## config.mk

```make
export PLATFORM = sky130hd
export DESIGN_NAME = sha256_80b_sequencer
export DESIGN_NICKNAME = d
export VERILOG_FILES = /design/src/rtl/sha256_pkg.sv /design/src/rtl/sha256_80b_pad.sv /design/src/rtl/sha256_80b_sequencer.sv
export SDC_FILE = /design/constraint.sdc
export NUM_CORES = 2
export LEC_CHECK = 0
export BUFFER_PORTS_ARGS = -buffer_cell sky130_fd_sc_hd__buf_2
export CAP_MARGIN = 15
export CORE_AREA = 2 2 758 760
export DETAILED_ROUTE_END_ITERATION = 7
export DIE_AREA = 0 0 760 762
export PLACE_DENSITY = 0.3
export REMOVE_ABC_BUFFERS = 1
export SETUP_SLACK_MARGIN = 0.3
export SLEW_MARGIN = 15
export SYNTH_ARGS = -nofsm -noshare
export SYNTH_HDL_FRONTEND = slang
export SYNTH_SLANG_ARGS = --single-unit
```

## constraint.sdc

```tcl
create_clock -name clk -period 4.3 [get_ports clk]
set_input_delay 0.43 -clock clk [delete_from_list [all_inputs] [get_ports clk]]
set_output_delay 0.43 -clock clk [all_outputs]
set_load 0.05 [all_outputs]
```

## src/rtl/sha256_pkg.sv

```systemverilog
// Shared constants and types for the 80-byte header SHA-256 sequencer.
// SHA256_DOUBLE_HASH_EN adds the LOAD2/WAIT2 states used for a second hash pass.
package sha256_pkg;

  localparam logic [255:0] SHA256_IV =
    256'h6a09e667bb67ae853c6ef372a54ff53a510e527f9b05688c1f83d9ab5be0cd19;

  localparam logic [31:0] PAD_ONE = 32'h80000000;
  localparam logic [31:0] LEN_640 = 32'h00000280;
  localparam logic [31:0] LEN_256 = 32'h00000100;

  localparam int CORE_TIMEOUT_DEFAULT = 255;

  typedef enum logic [3:0] {
    IDLE,
    LOAD0,
    WAIT0,
    LOAD1,
    WAIT1,
`ifdef SHA256_DOUBLE_HASH_EN
    LOAD2,
    WAIT2,
`endif
    DONE,
    ERR
  } seq_state_t;

  // Which 512-bit message block the formatter presents to the core.
  typedef enum logic [1:0] {
    BLK_HDR_HI,
    BLK_HDR_LO,
    BLK_DIGEST
  } blk_sel_t;

endpackage

```

## src/rtl/sha256_80b_pad.sv

```systemverilog
// Combinational formatter: builds the 512-bit core message block from the
// captured header or a previous digest, including SHA-256 padding and length.
module sha256_80b_pad
  import sha256_pkg::*;
(
  input  logic [639:0] header,
  input  logic [255:0] midstate,
  input  blk_sel_t     blk,
  output logic [511:0] data
);

  always_comb begin
    // NOTE: default assignment first so no path leaves data unassigned (no latch).
    data = '0;
    unique case (blk)
      BLK_HDR_HI: data = header[639:128];
      BLK_HDR_LO: data = {header[127:0], PAD_ONE, 320'h0, LEN_640};
      BLK_DIGEST: data = {midstate, PAD_ONE, 192'h0, LEN_256};
      default:    data = '0;
    endcase
  end

endmodule

```

## src/rtl/sha256_80b_sequencer.sv

```systemverilog
// Drives an external SHA-256 compression core over the two padded blocks of an
// 80-byte header. Define SHA256_DOUBLE_HASH_EN to hash the result a second time.
module sha256_80b_sequencer
  import sha256_pkg::*;
#(
  parameter logic [255:0] IV           = SHA256_IV,
  parameter int           CORE_TIMEOUT = CORE_TIMEOUT_DEFAULT
) (
  input  logic         clk,
  input  logic         n_rst,
  input  logic         start,
  input  logic [639:0] header,
  output logic         busy,
  output logic [255:0] digest,
  output logic         done,
  output logic         error,
  output logic         core_enable,
  output logic [511:0] core_data,
  output logic [255:0] core_current_hash,
  input  logic [255:0] core_hash,
  input  logic         core_hash_done
);

  localparam int CW = $clog2(CORE_TIMEOUT + 1);
  localparam logic [CW-1:0] TIMEOUT_LAST = CW'(CORE_TIMEOUT - 1);

  seq_state_t     state;
  blk_sel_t       blk;
  logic [639:0]   header_q;
  logic [255:0]   midstate;
  logic [CW-1:0]  cnt;
  logic           timeout_hit;

  // Block data is a pure function of registers, so it is stable for the
  // whole LOAD..WAIT window without a separate output register.
  sha256_80b_pad u_pad (
    .header   (header_q),
    .midstate (midstate),
    .blk      (blk),
    .data     (core_data)
  );

  assign timeout_hit = (cnt == TIMEOUT_LAST);

  always_ff @(posedge clk or negedge n_rst) begin
    if (!n_rst) begin
      state             <= IDLE;
      blk               <= BLK_HDR_HI;
      header_q          <= '0;
      midstate          <= '0;
      cnt               <= '0;
      busy              <= 1'b0;
      digest            <= '0;
      done              <= 1'b0;
      error             <= 1'b0;
      core_enable       <= 1'b0;
      core_current_hash <= '0;
    end else begin
      // NOTE: non-blocking assignments throughout, so every branch reads pre-edge state.
      core_enable <= 1'b0;
      done        <= 1'b0;
      error       <= 1'b0;
      unique case (state)
        IDLE: begin
          if (start) begin
            header_q          <= header;
            blk               <= BLK_HDR_HI;
            core_current_hash <= IV;
            core_enable       <= 1'b1;
            busy              <= 1'b1;
            state             <= LOAD0;
          end
        end
        LOAD0: begin
          cnt   <= '0;
          state <= WAIT0;
        end
        WAIT0: begin
          if (core_hash_done) begin
            midstate          <= core_hash;
            core_current_hash <= core_hash;
            blk               <= BLK_HDR_LO;
            core_enable       <= 1'b1;
            state             <= LOAD1;
          end else if (timeout_hit) begin
            error <= 1'b1;
            state <= ERR;
          end else begin
            cnt <= cnt + 1'b1;
          end
        end
        LOAD1: begin
          cnt   <= '0;
          state <= WAIT1;
        end
        WAIT1: begin
          if (core_hash_done) begin
`ifdef SHA256_DOUBLE_HASH_EN
            midstate          <= core_hash;
            core_current_hash <= IV;
            blk               <= BLK_DIGEST;
            core_enable       <= 1'b1;
            state             <= LOAD2;
`else
            digest <= core_hash;
            done   <= 1'b1;
            state  <= DONE;
`endif
          end else if (timeout_hit) begin
            error <= 1'b1;
            state <= ERR;
          end else begin
            cnt <= cnt + 1'b1;
          end
        end
`ifdef SHA256_DOUBLE_HASH_EN
        LOAD2: begin
          cnt   <= '0;
          state <= WAIT2;
        end
        WAIT2: begin
          if (core_hash_done) begin
            digest <= core_hash;
            done   <= 1'b1;
            state  <= DONE;
          end else if (timeout_hit) begin
            error <= 1'b1;
            state <= ERR;
          end else begin
            cnt <= cnt + 1'b1;
          end
        end
`endif
        DONE, ERR: begin
          busy  <= 1'b0;
          state <= IDLE;
        end
        default: state <= IDLE;
      endcase
    end
  end

endmodule

```

Word-level counts from Yosys, hierarchy flattened
Index checks and enable logic that the tools add are counted.

Bits in registers: 1426. Logic and storage cells: 63. Output and inout port bits: 1028.

Eq/ne operators: 13. Reduce and logical (&&, ||, !) cells: 14. Multiplexer cells: 24. $add $sub $neg: 1.

Operator list (count): $pmux 512 s3 (1); $mux 256 (2); $pmux 256 s2 (1); $pmux 4 s5 (1); $mux 4 (4); $mux 8 (2); $pmux 8 s2 (1); $eq 4x3->1 const B (3); $add 8x1->8 const B (1); $eq 4x2->1 const B (2); $eq 8x8->1 const B (1); $ne 2x2->1 const B (4); $reduce_and 2->1 (4); $mux 1 (7); $reduce_and 3->1 (2); $reduce_bool 2->1 (3); $reduce_or 2->1 (3); $eq 4x1->1 const B (1); $logic_not 4->1 (1); $mux 2 (2); $pmux 1 s2 (2); $pmux 2 s2 (1); $eq 2x1->1 const B (1); $eq 2x2->1 const B (1); $logic_not 2->1 (1).

Depth between registers and ports, before layout
Depth in word-level cells: 4. Gate-level depth with buffers: 8. Mapped depth without buffers: 6.

Hierarchy
Synthesis repeated with hierarchy kept, for this count alone.

Cell total of the unflattened synthesis: 6650. Area, all modules: 59030.4 µm².

By module, submodules not included: sha256_80b_sequencer (area each 52743.1 µm², sequential area each 35659.2 µm², cells an instance 5776, times used 1); sha256_80b_pad (area each 6287.3 µm², sequential area each 0.0 µm², cells an instance 874, times used 1).

Least setup slack after synthesis
OpenSTA, ideal clock, no wires.

Path kind: register to output. Start point: register blk[0]. End point: output port core_data[100]. Setup slack: 2.229 ns. Buffers on the path: 3. Arrival: 1.641 ns. Stages on the path, launching flop included: 5. Cells stage by stage: dfrtp_1 > clkbuf_1 > clkbuf_1 > clkbuf_1 > nor2b_1.

Word-level cells in the longest chain between the ends: 2.

Ends and longest elaborated chain: start: declaration (RTL line sha256_80b_sequencer.sv:28) `blk_sel_t blk;`; start signal: assignment (RTL line sha256_80b_sequencer.sv:48) `blk <= BLK_HDR_HI;`; start signal: assignment (RTL line sha256_80b_sequencer.sv:67) `blk <= BLK_HDR_HI;`; start signal: assignment (RTL line sha256_80b_sequencer.sv:82) `blk <= BLK_HDR_LO;`; $eq 2x2->1, or another cell as far along (RTL line sha256_80b_pad.sv:15) `unique case (blk)`; $pmux 512 s3 (*) (RTL line sha256_80b_pad.sv:15); end: declaration (RTL line sha256_80b_sequencer.sv:18) `output logic [511:0] core_data,`.

Mark *: on every way between the ends. The rest lies on a longest branch, timed or not.

Worst setup path after layout
Start point: register blk[0]. End point: output port core_data[434].

Same word-level chain as after synthesis.

==> results.py <==
metrics = {
    "synthesis": {
        "ys_top_cells_by_count": "nand2_1 (2699), dfrtp_1 (1169), nor2b_1 (383), clkbuf_1 (157), buf_2 (141)",
        "synth_warnings": 0,
        "netlist_area_um2": 47320,
        "synth_area_leader_cell": "dfrtp_1",
        "synth.avg_cell_area_um2": 9.428,
        "synth_top_area_share": 0.6182,
        "ys_seq_area_frac": 0.6182,
        "synth_most_common_cell": "nand2_1",
        "ys_async_sr_fraction": 1.000,
        "ys_top_cells_by_area": "dfrtp_1 (62%), nand2_1 (21%), nor2b_1 (5.1%)",
        "synth_cell_types": 44,
        "synth-edff-count": 0,
        "synth_ff_type": "dfrtp_1",
        "syn_inst": 5019,
        "ys_seq_elements": 1169,
    },
    "critical_path": {
        "r2r_cells": 6,
        "timing.rr.end": "header_q[47]",
        "r2r-start": "state[1]",
        "end_kind": "output port",
        "crit_required_ns": 3.87,
        "arrival_ns": 3.12,
        "worstSetupPathType": "reg2out",
        "r2r_slack_ns": 1.44,
        "cp_max_fo": 82,
        "cp-start-kind": "register",
    },
    "clock_network": {
        "htree_levels": 4,
        "ctsHoldBuffers": 889,
        "cts_resized": 0,
        "post_cts_buffers": 0,
        "cts_buffer_depth": 4,
        "numCtsBuffers": 172,
        "clk_pin_slew_ns": 0.07,
        "cts_tree": "done",
        "cts_root_buf": "clkbuf_16",
        "cts.sinks": 1169,
        "clk_latency_ns": 0.89,
    },
    "routing": {
        "wirelength_um": 392000,
        "drtAntennaViolNets": 0,
        "routed_via_density": 3.002,
        "vias": 46690,
        "drcViolationCount": 0,
        "firstDrtPassIters": 6,
        "drtIter0Drc": 2693,
        "post_drt_wl_per_cell_um": 25.21,
    },
    "timing": {
        "hold_viol": 0,
        "finalSetupTns_ns": 0,
        "relSlewSlack": 0.2537,
        "rsz0062_at_grt": "false",
        "report.final.slew_viol_count": 0,
        "fmax_mhz": 282.1,
        "period_share": 0.8244,
        "min_period_ns": 3.545,
        "setup_violations": 0,
        "skew_ns": 0.05107,
        "worstMarginPinSlew_ns": 1.119,
    },
    "place": {
        "gp_congestion": 0.9199,
        "portBuffers": 1927,
        "hpwl_um": 321500,
    },
    "floorplan": {
        "core_um2": 571100,
        "ios": 1928,
        "die_w_um": 760,
        "die-area_um2": 579100,
        "rows": 278,
        "fp.dieH_um": 762,
        "initial_core_util": 0.08285,
    },
    "pwr": {
        "powerDensity_nw_per_um2": 576.9,
        "p_leak_nw": 39.95,
        "ir_drop_mv": 0.3023,
        "finalPower_w": 0.04686,
    },
    "finish": {
        "drive_above_1_share": 0.3083,
        "n_fill_cell": 65570,
        "areaGrowthSynthToFinish_pct": 71.63,
        "nets": 8705,
    },
    "grt": {
        "gr-total-overflow": 0,
        "grt_usage": 0.1303,
        "grt_max_degree": 134,
        "grt_pass1_wl_um": 504600,
        "antenna_found_initial": 165,
        "grt_pass1_vias": 49360,
    },
    "outcome": {
        "outcome": "completed",
    },
    "flow_run": {
        "drv_cap": 0,
    },
    "hold_path": {
        "hp-class": "in2reg",
        "worstHoldEndpoint": "header_q[153]",
        "hp-start": "header[153]",
        "min_path_cells": 3,
    },
}
==> report_power, final <==
part	internal, W	switching (W)
Combinational	0.00394	0.0131
Sequential	0.0131	0.00165
Clock	0.00891	0.00623
Total	0.0259	0.0209
==> worst max path at each step <==
stage / startpoint / endpoint / slack [ns] / cells after the start
finish: blk[0] / core_data[434] / 0.75 / 3
global placement: state[1] / header_q[389] / 1.34 / 6
floorplan: state[2] / core_current_hash[0] / -17.63 / 5
detailed placement: state[1] / header_q[409] / 1.30 / 6
CTS: blk[0] / core_data[430] / 0.52 / 3
global route: blk[0] / core_data[9] / 0.53 / 4
==> stage by stage <==
stage | instance area, um2 | hold slack (ns) | util | setup slack [ns] | cells
global placement | 66320 | 0.4366 | 0.1161 | 1.340 | 14300
floorplan | 45910 | 0.1344 | - | -17.63 | 4703
detailed placement | 66320 | 0.4324 | 0.1161 | 1.302 | 14300
global route | 81130 | 0.002397 | 0.1420 | 0.5312 | 15520
CTS | 81070 | 0.008047 | 0.1419 | 0.5224 | 15500
finish | 81210 | 0.009648 | 0.1422 | 0.7550 | 15550
==> sequential cells by signal, summed over array words and instances (netlist names) <==
signal / count
blk: 1
busy: 1
cnt: 8
core_current_hash: 256
core_enable: 1
digest: 256
done: 1
error: 1
header_q: 640
state: 4
==> per-layer routing <==
metal / routed length, um / vias up / GRT usage
met4: 10610 / 84 / 0.03036
met1: 149900 / 22880 / 0.1471
met2: 183200 / 1909 / 0.2172
li1: - / 21390 / -
met5: 528 / - / 0
met3: 47800 / 423 / 0.06723
==> placed cells by master, fill, tap and decap left out, types with 3 or more instances in the layout <==
cell type,instances
bufinv_16,14
nand4_1,3
buf_2,1924
a21oi_1,9
a22o_1,120
or3_1,5
diode_2,55
inv_6,6
o22a_1,136
dfrtp_1,1168
o21ai_0,8
clkinv_16,6
or2_2,3
clkinvlp_4,5
nand2_1,2698
inv_16,3
nor2_1,8
clkbuf_8,35
clkinv_2,25
clkbuf_16,173
nor2b_1,383
buf_4,78
mux2_2,128
clkbuf_1,39
dlygate4sd3_1,890
buf_12,34
==> layout make-up <==
cell class	count	area, um2	share of cell area
inverters	3	23.77	0.0002927
diodes	55	137.6	0.001695
multi-input cells	3531	16680	0.2054
well taps	7560	9459	0.1165
clock inverters	60	892.1	0.01098
flip-flops and latches	1169	29260	0.3602
repair buffers	2926	19800	0.2439
clock buffers	247	4957	0.06104
==> worst max-delay path: stages, from the launching register on <==
cell and delay [ns]:
dfrtp_4 0.79, buf_12 0.40, mux2_2 0.41, buf_2 0.28
==> kinds of logic after synthesis <==
| kind of cell | after synthesis | synth area share |
|---|---|---|
| other | 1 | 0.00007925 |
| buffers and inverters | 319 | 0.03006 |
| xor gates and xnor gates | 2 | 0.0003703 |
| and+or+nand+nor | 3118 | 0.2697 |
| muxes | 129 | 0.03067 |
| adders and majority gates | 2 | 0.0005288 |
| AOI/OAI and AO/OA | 279 | 0.05037 |
| DFF | 1169 | 0.6182 |
No activity file was read; power rests on OpenSTA's default activity.
